**config.mk**
```make
export PLATFORM = sky130hd
export DESIGN_NAME = svd_host_sequencer_flat
export DESIGN_NICKNAME = d
export VERILOG_FILES = /design/src/rtl/svd_host_sequencer_if.sv /design/src/rtl/svd_host_sequencer.sv /design/src/flat_wrapper.sv
export SDC_FILE = /design/constraint.sdc
export NUM_CORES = 1
export LEC_CHECK = 0
export ABC_AREA = 1
export BUFFER_PORTS_ARGS = -buffer_cell sky130_fd_sc_hd__buf_2
export CORE_MARGIN = 2
export CORE_UTILIZATION = 58
export CTS_CLUSTER_DIAMETER = 80
export CTS_CLUSTER_SIZE = 24
export DETAILED_ROUTE_END_ITERATION = 8
export PLACE_DENSITY_LB_ADDON = 0.25
export SETUP_SLACK_MARGIN = 0.05
export SLEW_MARGIN = 20
export SYNTH_ARGS = -nofsm -noshare
export SYNTH_HDL_FRONTEND = slang
export SYNTH_SLANG_ARGS = --single-unit
export TNS_END_PERCENT = 5
```
**constraint.sdc**
```tcl
create_clock -name clk -period 4.05 [get_ports clk]
set_input_delay 0.81 -clock clk [delete_from_list [all_inputs] [get_ports clk]]
set_output_delay 0.81 -clock clk [all_outputs]
set_load 0.05 [all_outputs]
```
**src/rtl/svd_host_sequencer_if.sv**
```systemverilog
// Bus between the host sequencer (master) and the 2x2 CORDIC SVD interface block (slave):
// the 5-bit half-word write path, the oe/element_sel readback path and the result ready flag.
interface svd_host_sequencer_if;
  logic       svd_we;
  logic       svd_oe;
  logic [4:0] svd_data;
  logic [1:0] svd_sel;
  logic       svd_ready;
  logic [7:0] svd_uv;
  logic [6:0] svd_s;

  modport master (
    output svd_we, svd_oe, svd_data, svd_sel,
    input  svd_ready, svd_uv, svd_s
  );

  modport slave (
    input  svd_we, svd_oe, svd_data, svd_sel,
    output svd_ready, svd_uv, svd_s
  );
endinterface

```
**src/rtl/svd_host_sequencer.sv**
```systemverilog
// Host-side sequencer for the 2x2 CORDIC SVD block: loads a matrix as 8 half-words, waits for
// the result and reads U/V and S back. Optional WAIT timeout/abort enabled by SVD_SEQ_TIMEOUT_EN.
module svd_host_sequencer #(
  parameter int RD_HOLD    = 2,
  parameter int ARM_CYCLES = 2,
  parameter int TIMEOUT    = 255
) (
  input  logic                        clk,
  input  logic                        rst,
  input  logic                        in_valid,
  output logic                        in_ready,
  input  logic [39:0]                 in_matrix,
  svd_host_sequencer_if.master        svd,
  output logic                        out_valid,
  input  logic                        out_ready,
  output logic [31:0]                 out_uv,
  output logic [27:0]                 out_s,
  output logic                        busy,
  output logic                        err
);

  localparam logic [2:0] IDLE = 3'd0;
  localparam logic [2:0] LOAD = 3'd1;
  localparam logic [2:0] ARM  = 3'd2;
  localparam logic [2:0] WAIT = 3'd3;
  localparam logic [2:0] READ = 3'd4;
  localparam logic [2:0] DONE = 3'd5;

  localparam logic [7:0] ARM_LAST   = 8'(ARM_CYCLES - 1);
  localparam logic [7:0] HOLD0_LAST = 8'(RD_HOLD);
  localparam logic [7:0] HOLDN_LAST = 8'(RD_HOLD - 1);

  logic [2:0]  state_q, state_d;
  logic [39:0] mat_q, mat_d;
  logic [2:0]  idx_q, idx_d;
  logic [7:0]  cnt_q, cnt_d;
  logic [1:0]  slot_q, slot_d;
  logic        we_q, we_d;
  logic        oe_q, oe_d;
  logic [4:0]  data_q, data_d;
  logic [1:0]  sel_q, sel_d;
  logic        vld_q, vld_d;
  logic [31:0] uv_q, uv_d;
  logic [27:0] s_q, s_d;

`ifdef SVD_SEQ_TIMEOUT_EN
  localparam logic [15:0] TMO_LAST = 16'(TIMEOUT - 1);
  logic [15:0] tmo_q, tmo_d;
  logic        err_q, err_d;
`endif

  logic [2:0]  idx_nxt;
  logic [9:0]  elem;
  logic [7:0]  hold_last;

  assign idx_nxt   = idx_q + 3'd1;
  assign hold_last = (slot_q == 2'd0) ? HOLD0_LAST : HOLDN_LAST;

  always_comb begin
    elem = mat_q[9:0];
    case (idx_nxt[2:1])
      2'd0: elem = mat_q[9:0];
      2'd1: elem = mat_q[19:10];
      2'd2: elem = mat_q[29:20];
      2'd3: elem = mat_q[39:30];
      default: elem = mat_q[9:0];
    endcase
  end

  always_comb begin
    state_d = state_q;
    mat_d   = mat_q;
    idx_d   = idx_q;
    cnt_d   = cnt_q;
    slot_d  = slot_q;
    we_d    = we_q;
    oe_d    = oe_q;
    data_d  = data_q;
    sel_d   = sel_q;
    vld_d   = vld_q;
    uv_d    = uv_q;
    s_d     = s_q;
`ifdef SVD_SEQ_TIMEOUT_EN
    tmo_d   = tmo_q;
    err_d   = err_q;
`endif
    case (state_q)
      IDLE: begin
        if (in_valid) begin
          mat_d   = in_matrix;
          state_d = LOAD;
          idx_d   = 3'd0;
          we_d    = 1'b1;
          sel_d   = 2'd0;
          data_d  = in_matrix[4:0];
`ifdef SVD_SEQ_TIMEOUT_EN
          err_d   = 1'b0;
`endif
        end
      end
      LOAD: begin
        if (idx_q == 3'd7) begin
          state_d = ARM;
          we_d    = 1'b0;
          data_d  = 5'd0;
          sel_d   = 2'd0;
          cnt_d   = 8'd0;
        end else begin
          // Even index carries the low half of the element, odd index the high half.
          idx_d  = idx_nxt;
          sel_d  = idx_nxt[2:1];
          data_d = idx_nxt[0] ? elem[9:5] : elem[4:0];
        end
      end
      ARM: begin
        if (cnt_q == ARM_LAST) begin
          state_d = WAIT;
          cnt_d   = 8'd0;
`ifdef SVD_SEQ_TIMEOUT_EN
          tmo_d   = 16'd0;
`endif
        end else begin
          cnt_d = cnt_q + 8'd1;
        end
      end
      WAIT: begin
        if (svd.svd_ready) begin
          state_d = READ;
          oe_d    = 1'b1;
          sel_d   = 2'd0;
          slot_d  = 2'd0;
          cnt_d   = 8'd0;
        end
`ifdef SVD_SEQ_TIMEOUT_EN
        else if (tmo_q == TMO_LAST) begin
          state_d = IDLE;
          err_d   = 1'b1;
        end else begin
          tmo_d = tmo_q + 16'd1;
        end
`endif
      end
      READ: begin
        // Capture on the final cycle of each hold so the slave output has settled longest.
        if (cnt_q == hold_last) begin
          case (slot_q)
            2'd0: begin uv_d[7:0]   = svd.svd_uv; s_d[6:0]   = svd.svd_s; end
            2'd1: begin uv_d[15:8]  = svd.svd_uv; s_d[13:7]  = svd.svd_s; end
            2'd2: begin uv_d[23:16] = svd.svd_uv; s_d[20:14] = svd.svd_s; end
            default: begin uv_d[31:24] = svd.svd_uv; s_d[27:21] = svd.svd_s; end
          endcase
          cnt_d = 8'd0;
          if (slot_q == 2'd3) begin
            state_d = DONE;
            oe_d    = 1'b0;
            sel_d   = 2'd0;
            vld_d   = 1'b1;
          end else begin
            slot_d = slot_q + 2'd1;
            sel_d  = slot_q + 2'd1;
          end
        end else begin
          cnt_d = cnt_q + 8'd1;
        end
      end
      DONE: begin
        if (out_ready) begin
          state_d = IDLE;
          vld_d   = 1'b0;
        end
      end
      default: begin
        state_d = IDLE;
        we_d    = 1'b0;
        oe_d    = 1'b0;
        data_d  = 5'd0;
        sel_d   = 2'd0;
        vld_d   = 1'b0;
      end
    endcase
  end

  always_ff @(posedge clk or negedge rst) begin
    if (!rst) begin
      state_q <= IDLE;
      mat_q   <= '0;
      idx_q   <= '0;
      cnt_q   <= '0;
      slot_q  <= '0;
      we_q    <= 1'b0;
      oe_q    <= 1'b0;
      data_q  <= '0;
      sel_q   <= '0;
      vld_q   <= 1'b0;
      uv_q    <= '0;
      s_q     <= '0;
`ifdef SVD_SEQ_TIMEOUT_EN
      tmo_q   <= '0;
      err_q   <= 1'b0;
`endif
    end else begin
      state_q <= state_d;
      mat_q   <= mat_d;
      idx_q   <= idx_d;
      cnt_q   <= cnt_d;
      slot_q  <= slot_d;
      we_q    <= we_d;
      oe_q    <= oe_d;
      data_q  <= data_d;
      sel_q   <= sel_d;
      vld_q   <= vld_d;
      uv_q    <= uv_d;
      s_q     <= s_d;
`ifdef SVD_SEQ_TIMEOUT_EN
      tmo_q   <= tmo_d;
      err_q   <= err_d;
`endif
    end
  end

  assign svd.svd_we   = we_q;
  assign svd.svd_oe   = oe_q;
  assign svd.svd_data = data_q;
  assign svd.svd_sel  = sel_q;
  assign in_ready     = (state_q == IDLE);
  assign busy         = (state_q != IDLE);
  assign out_valid    = vld_q;
  assign out_uv       = uv_q;
  assign out_s        = s_q;
`ifdef SVD_SEQ_TIMEOUT_EN
  assign err = err_q;
`else
  assign err = 1'b0;
`endif

endmodule

```
**src/flat_wrapper.sv**
```systemverilog
// flat-port wrapper written by rule: the top's interface ports become plain ports
module svd_host_sequencer_flat 
#(
  parameter int RD_HOLD    = 2,
  parameter int ARM_CYCLES = 2,
  parameter int TIMEOUT    = 255
)
  (clk, rst, in_valid, in_ready, in_matrix, out_valid, out_ready, out_uv, out_s, busy, err, svd_svd_we, svd_svd_oe, svd_svd_data, svd_svd_sel, svd_svd_ready, svd_svd_uv, svd_svd_s);
  svd_host_sequencer_if svd_i ();
  input  logic clk;
  input  logic rst;
  input  logic in_valid;
  output logic in_ready;
  input  logic [39:0] in_matrix;
  output logic out_valid;
  input  logic out_ready;
  output logic [31:0] out_uv;
  output logic [27:0] out_s;
  output logic busy;
  output logic err;
  output wire logic [$bits(svd_i.svd_we)-1:0] svd_svd_we;
  output wire logic [$bits(svd_i.svd_oe)-1:0] svd_svd_oe;
  output wire logic [$bits(svd_i.svd_data)-1:0] svd_svd_data;
  output wire logic [$bits(svd_i.svd_sel)-1:0] svd_svd_sel;
  input wire logic [$bits(svd_i.svd_ready)-1:0] svd_svd_ready;
  input wire logic [$bits(svd_i.svd_uv)-1:0] svd_svd_uv;
  input wire logic [$bits(svd_i.svd_s)-1:0] svd_svd_s;
  assign svd_svd_we = svd_i.svd_we;
  assign svd_svd_oe = svd_i.svd_oe;
  assign svd_svd_data = svd_i.svd_data;
  assign svd_svd_sel = svd_i.svd_sel;
  assign svd_i.svd_ready = svd_svd_ready;
  assign svd_i.svd_uv = svd_svd_uv;
  assign svd_i.svd_s = svd_svd_s;
  svd_host_sequencer #(.RD_HOLD(RD_HOLD), .ARM_CYCLES(ARM_CYCLES), .TIMEOUT(TIMEOUT)) u_core (.clk(clk), .rst(rst), .in_valid(in_valid), .in_ready(in_ready), .in_matrix(in_matrix), .svd(svd_i), .out_valid(out_valid), .out_ready(out_ready), .out_uv(out_uv), .out_s(out_s), .busy(busy), .err(err));
endmodule
```
---- Word-level counts from Yosys, hierarchy flattened ----
Cells that the tools add are included.
word-level totals
  RAM bits ................................ 0
  register bits after elaboration ......... 126
  bits in latches ......................... 0
  input port bits ......................... 60
  output and inout bits ................... 73
  bits in read-only memories .............. 0
  memories ................................ 0
  word-level logic and storage cells ...... 117
operators by class
  eq/ne operators ......................... 23
  bitwise operators ....................... 5
  shift-type cells ........................ 0
  $lt $le $gt $ge ......................... 0
  divide/modulo/power cells ............... 0
  add/subtract/negate cells ............... 3
  reductions and logical operators ........ 26
  muxes and demuxes ....................... 42
  multipliers ............................. 0
operator list
  operator                                                                  count
  10-bit case mux with 4 select lines                                       1
  8-bit 2-to-1 mux                                                          4
  8-bit case mux with 4 select lines                                        1
  3-bit 2-to-1 mux                                                          9
  3-bit AND reduction                                                       7
  3-bit case mux with 6 select lines                                        1
  2-bit 2-to-1 mux                                                          8
  4-bit AND reduction                                                       4
  5-bit 2-to-1 mux                                                          3
  5-bit case mux with 3 select lines                                        1
  4-bit OR reduction                                                        3
  2-bit inequality test (second input constant)                             5
  2-bit case mux with 5 select lines                                        1
  3-bit equality test (second input constant)                               3
  1-bit case mux with 3 select lines                                        3
  8-bit by 1-bit adder with 8-bit output (second input constant)            1
  2-bit equality test (second input constant)                               4
  8-bit by 1-bit equality test with 1-bit output (second input constant)    1
  8-bit equality test                                                       1
  1-bit 2-to-1 mux                                                          8
  2-bit by 1-bit inequality test with 1-bit output (second input constant)  4
  7-bit AND reduction                                                       1
  3-bit by 2-bit equality test with 1-bit output (second input constant)    2
  3-bit case mux with 2 select lines                                        1
  other kinds (14)                                                          22

---- Longest topological paths before layout ----
  depth in word-level cells ............... 6
  mapped depth ............................ 11

---- Worst setup path after synthesis ----
OpenSTA, ideal clock, no wires.
  path type ............................... reg-to-reg
  from .................................... register u_core.idx_q[0]
  to ...................................... register u_core.data_q[1] (netlist: u_core.svd.svd_data[1])
  period minus slack after synthesis ...... 1.875 ns
  arrival time ............................ 1.753 ns
  buffers on the path ..................... 1
  cell stages (with the launch flop) ...... 11
  path slack .............................. 2.175 ns
  data required time ...................... 3.928 ns
  library setup time ...................... 0.122 ns
  path through ............................ dfrtp_1 ha_1 ha_1 buf_2 nor2_1 inv_1 or2_2 nand2_1 nand2_1 nand2_1 a21oi_1
on the way
  word-level cells in the longest chain between the ends .. 6
  elaborated cells between the ends (all ways) .. 10
ends and longest elaborated chain
  what                                         RTL line                   text
  from (decl)                                  svd_host_sequencer.sv:35   logic [2:0] idx_q, idx_d;
  from (signal assigned)                       svd_host_sequencer.sv:204  idx_q <= idx_d;
  3-bit by 1-bit adder with 3-bit output       svd_host_sequencer.sv:56   assign idx_nxt = idx_q + 3'd1;
  2-bit equality test (tied with other cells)  svd_host_sequencer.sv:61   case (idx_nxt[2:1])
  10-bit case mux with 4 select lines          svd_host_sequencer.sv:61
  5-bit 2-to-1 mux                             svd_host_sequencer.sv:112  data_d = idx_nxt[0] ? elem[9:5] : elem[4:0];
  5-bit 2-to-1 mux (*)                         svd_host_sequencer.sv:102  if (idx_q == 3'd7) begin
  5-bit case mux with 3 select lines (*)       svd_host_sequencer.sv:87   case (state_q)
  to (signal assigned)                         svd_host_sequencer.sv:209  data_q <= data_d;
  to (decl)                                    svd_host_sequencer.sv:40   logic [4:0] data_q, data_d;
Every way passes the cells marked *; elsewhere a longest branch is shown, timed or not.
A chain may end at the register's enable or synchronous reset.

---- Final worst setup path ----
  from .................................... register u_core.state_q[2]
  to ...................................... output port busy
on the way
  word-level cells in the longest chain between the ends .. 1
ends and longest elaborated chain
  what                    RTL line                   text
  from (decl)             svd_host_sequencer.sv:33   logic [2:0] state_q, state_d;
  from (signal assigned)  svd_host_sequencer.sv:202  state_q <= state_d;
  3-bit nonzero test      svd_host_sequencer.sv:226  assign busy = (state_q != IDLE);
  to (decl)               flat_wrapper.sv:19         output logic busy;
No other way between the ends.

==> results.json <==
{
  "run_status": "finished, final reports clean",
  "endpoint_kind": "output port",
  "start_util_pct": 59.7,
  "viasPerCell": 5.31,
  "cell_internal_pwr_uw": 3310,
  "post_cts_hold_buffer_count": 0,
  "ir_worst_vdd_mv": 0.402,
  "p_leak_uw": 0.00367,
  "destination_of_the_worst_register_to_register_timing_path": "u_core.svd.svd_data[2]",
  "floorplan.die.height_um": 104,
  "coreArea_mm2": 0.00973,
  "grt.total_usage_pct": 26.2,
  "grt_max_degree": 127,
  "drc_errors": 0,
  "critical_path_required_ns": 3.24,
  "synth_seq_area_share_pct": 54.3,
  "clkLatencyLatePin_ns": 0.52,
  "synthMostInstantiatedCell": "nand2_1",
  "netlist_area_mm2": 0.00581,
  "finalSetupViolations": 0,
  "area_growth_syn_to_layout_pct": 22.0,
  "reg2reg_setup_slack_ns": 1.56,
  "filler_cell_count": 719,
  "netlist_top_cells_area": "dfrtp_1 54%, nand2_1 9.4%, mux2_4 8.5%",
  "cts-resized-gates": 0,
  "finClkSkew_ns": 0.0113,
  "syn_nets": 659,
  "post-route-period-util_pct": 65.0,
  "antenna-diode-count": 0,
  "clock.fmax_mhz": 380,
  "drt-pass1-iter-count": 4,
  "die_area_mm2": 0.0108,
  "io_buf_count": 131,
  "rows": 36,
  "maxSlewViolCount": 0,
  "cts_max_level": 4,
  "totalWireLength_mm": 13.5,
  "seq_power_share_pct": 34.5,
  "power.density_mw_per_mm2": 758,
  "boundaryPins": 133,
  "p_comb_share_pct": 37.4,
  "power_switching_share_pct": 38.2,
  "detail-route-antenna-nets": 0,
  "global_route_wire_length_before_repair_mm": 22.5,
  "setup.worst_path.class": "reg -> out",
  "fraction_of_layout_instances_using_a_drive_strength_above_1_pct": 30.7,
  "setup_crit_start_kind": "register",
  "r2r-start": "u_core.idx_q[0]",
  "post_synth.cell_area_avg_um2": 9.82,
  "yosysTopAreaCellShare_pct": 54.3,
  "drv_cap": 0,
  "wire_per_inst_um": 15.6,
  "crit_arrival_ns": 1.82,
  "tritoncts": "built",
  "unrepaired_setup_endpoints_after_global_routing": "false",
  "grt_antenna_before_repair": 0,
  "cts_sinks": 126,
  "hold_viol": 0,
  "slew_headroom_pct": 31.8,
  "globalRouteOverflowTotal": 0,
  "clock_path_buffers": 2,
  "first_global_vias": 4531,
  "globalplace.congestion": 0.842,
  "power.total_uw": 5370,
  "number_of_warnings_reported_in_the_yosys_synthesis_log": 0,
  "post-synth-top-area-cell": "dfrtp_1",
  "cts_root_buf": "clkbuf_8",
  "dominantRegCellSynth": "dfrtp_1",
  "period_needed_ns": 2.63,
  "number_of_flops_mapped_to_enable_cells_by_yosys": 0,
  "dp_hpwl_mm": 9.08,
  "route.vias.total": 4581,
  "drt_iter0_drc": 274,
  "yosys_register_bits": 126,
  "postCtsSetupRepairBufs": 0,
  "tightest_slew_ns": 1.02,
  "setup_total_negative_slack_ns": 0,
  "finalNetCount": 785,
  "share_clk_of_total_power_pct": 28.0,
  "cts.reportedPaths.clkPinSlew_ns": 0.05,
  "worstHoldPathType": "in -> async",
  "worst_setup_path_startpoint": "u_core.state_q[2]",
  "netlist-cell-type-count": 42,
  "power_switching_uw": 2050,
  "crit_fanout": 10,
  "synth_commonest_cells": "146 x nand2_1, 126 x dfrtp_1, 63 x o21ai_0",
  "cts-buffers-inserted": 17,
  "die_w_um": 104,
  "critical_path.endpoint": "busy",
  "syn_inst": 591,
  "r2r_cells": 9,
  "synth_async_sr_flop_share_pct": 100
}
## how the worst min path moves through the flow
| stage | start | slack (ns) | depth (start not counted) | endpoint |
|---|---|---|---|---|
| finish | rst | 0.38 | 2 | u_core.mat_q[8] |
| global route | rst | 0.43 | 2 | u_core.mat_q[8] |
| CTS | rst | 0.42 | 2 | u_core.mat_q[8] |
| detailed placement | u_core.out_s[25] | 0.47 | 2 | u_core.out_s[25] |
| global placement | u_core.svd.svd_sel[1] | 0.45 | 2 | u_core.svd.svd_sel[1] |
| floorplan | u_core.cnt_q[6] | 0.47 | 2 | u_core.cnt_q[6] |
## cells by family after synthesis
kind of cell / synth area share, %
and+or+nand+nor: 18.9
DFF: 54.3
AOI/OAI and AO/OA: 9.01
muxes: 9.50
other: 0.0646
xor gates and xnor gates: 0.604
buffers and inverters: 5.90
adders and majority gates: 1.72
## layer usage
layer | routed length (µm) | global-route usage (%)
met1 | 6080 | 35.1
met2 | 6550 | 41.6
met3 | 691 | 7.64
met4 | 136 | 8.20
met5 | 0 | 0
## cells in the final DEF, fill, tap and decap left out, drive strengths merged
cell type | synthesis | layout
o21bai | 1 | 1
and2 | 1 | 1
o31ai | 1 | 1
xor2 | 3 | 3
nor3 | 4 | 4
conb | 1 | 1
o21ai | 73 | 73
buf | 15 | 132
o211ai | 2 | 2
nand3b | 2 | 2
dfrtp | 126 | 126
or2 | 4 | 4
a21o | 2 | 2
a21oi | 18 | 18
nor2 | 27 | 27
bufinv | 0 | 3
clkbuf | 10 | 21
clkinv | 2 | 9
xnor2 | 1 | 1
a31oi | 3 | 3
ha | 8 | 8
mux2 | 38 | 38
nand3 | 34 | 34
nand2 | 151 | 151
inv | 47 | 47
nand4 | 17 | 17
clkinvlp | 0 | 1
## final cells by class
class | instances | area [µm²] | area share [%]
clock inverter | 11 | 140 | 1.98
clock buffer | 21 | 449 | 6.34
tap | 133 | 166 | 2.35
timing repair buffer | 132 | 678 | 9.58
sequential | 126 | 3150 | 44.5
multi-input combinational | 391 | 2310 | 32.6
inverter | 49 | 185 | 2.61
## flip-flops by register name (all words and copies together), names as in the netlist
name,count
u_core.svd.svd_sel,2
u_core.svd.svd_we,1
u_core.mat_q,40
u_core.out_uv,32
u_core.svd.svd_data,5
u_core.slot_q,2
u_core.out_valid,1
u_core.out_s,28
u_core.svd.svd_oe,1
u_core.idx_q,3
u_core.state_q,3
u_core.cnt_q,8
## power by group through the flow
| stage | combinational, µW | sequential [µW] | clock (µW) |
|---|---|---|---|
| after floorplan | 1340 | 2070 | 0 |
| after global placement | 1930 | 1850 | 0 |
| after detailed placement | 1990 | 1860 | 0 |
| after CTS | 2010 | 1850 | 1520 |
| after global routing | 2200 | 1890 | 1580 |
| final | 2010 | 1850 | 1500 |
## per-stage QoR
| step | instance area (µm²) | hold slack (ns) | worst slack (ns) | util [%] | std cells |
|---|---|---|---|---|---|
| after floorplan | 5810 | 0.471 | 2.17 | - | 591 |
| after global placement | 6490 | 0.453 | 1.72 | 66.7 | 831 |
| final | 7080 | 0.379 | 1.42 | 72.8 | 863 |
| after detailed placement | 6490 | 0.468 | 1.60 | 66.7 | 831 |
| after global routing | 7080 | 0.432 | 1.25 | 72.8 | 863 |
| after CTS | 7080 | 0.422 | 1.41 | 72.8 | 863 |
## critical path, stage by stage (launching register included)
cell,delay (ns)
dfrtp_1,0.65
inv_1,0.17
nand2_1,0.19
buf_2,0.30
Note: power is estimated with default switching activity, not from simulation.
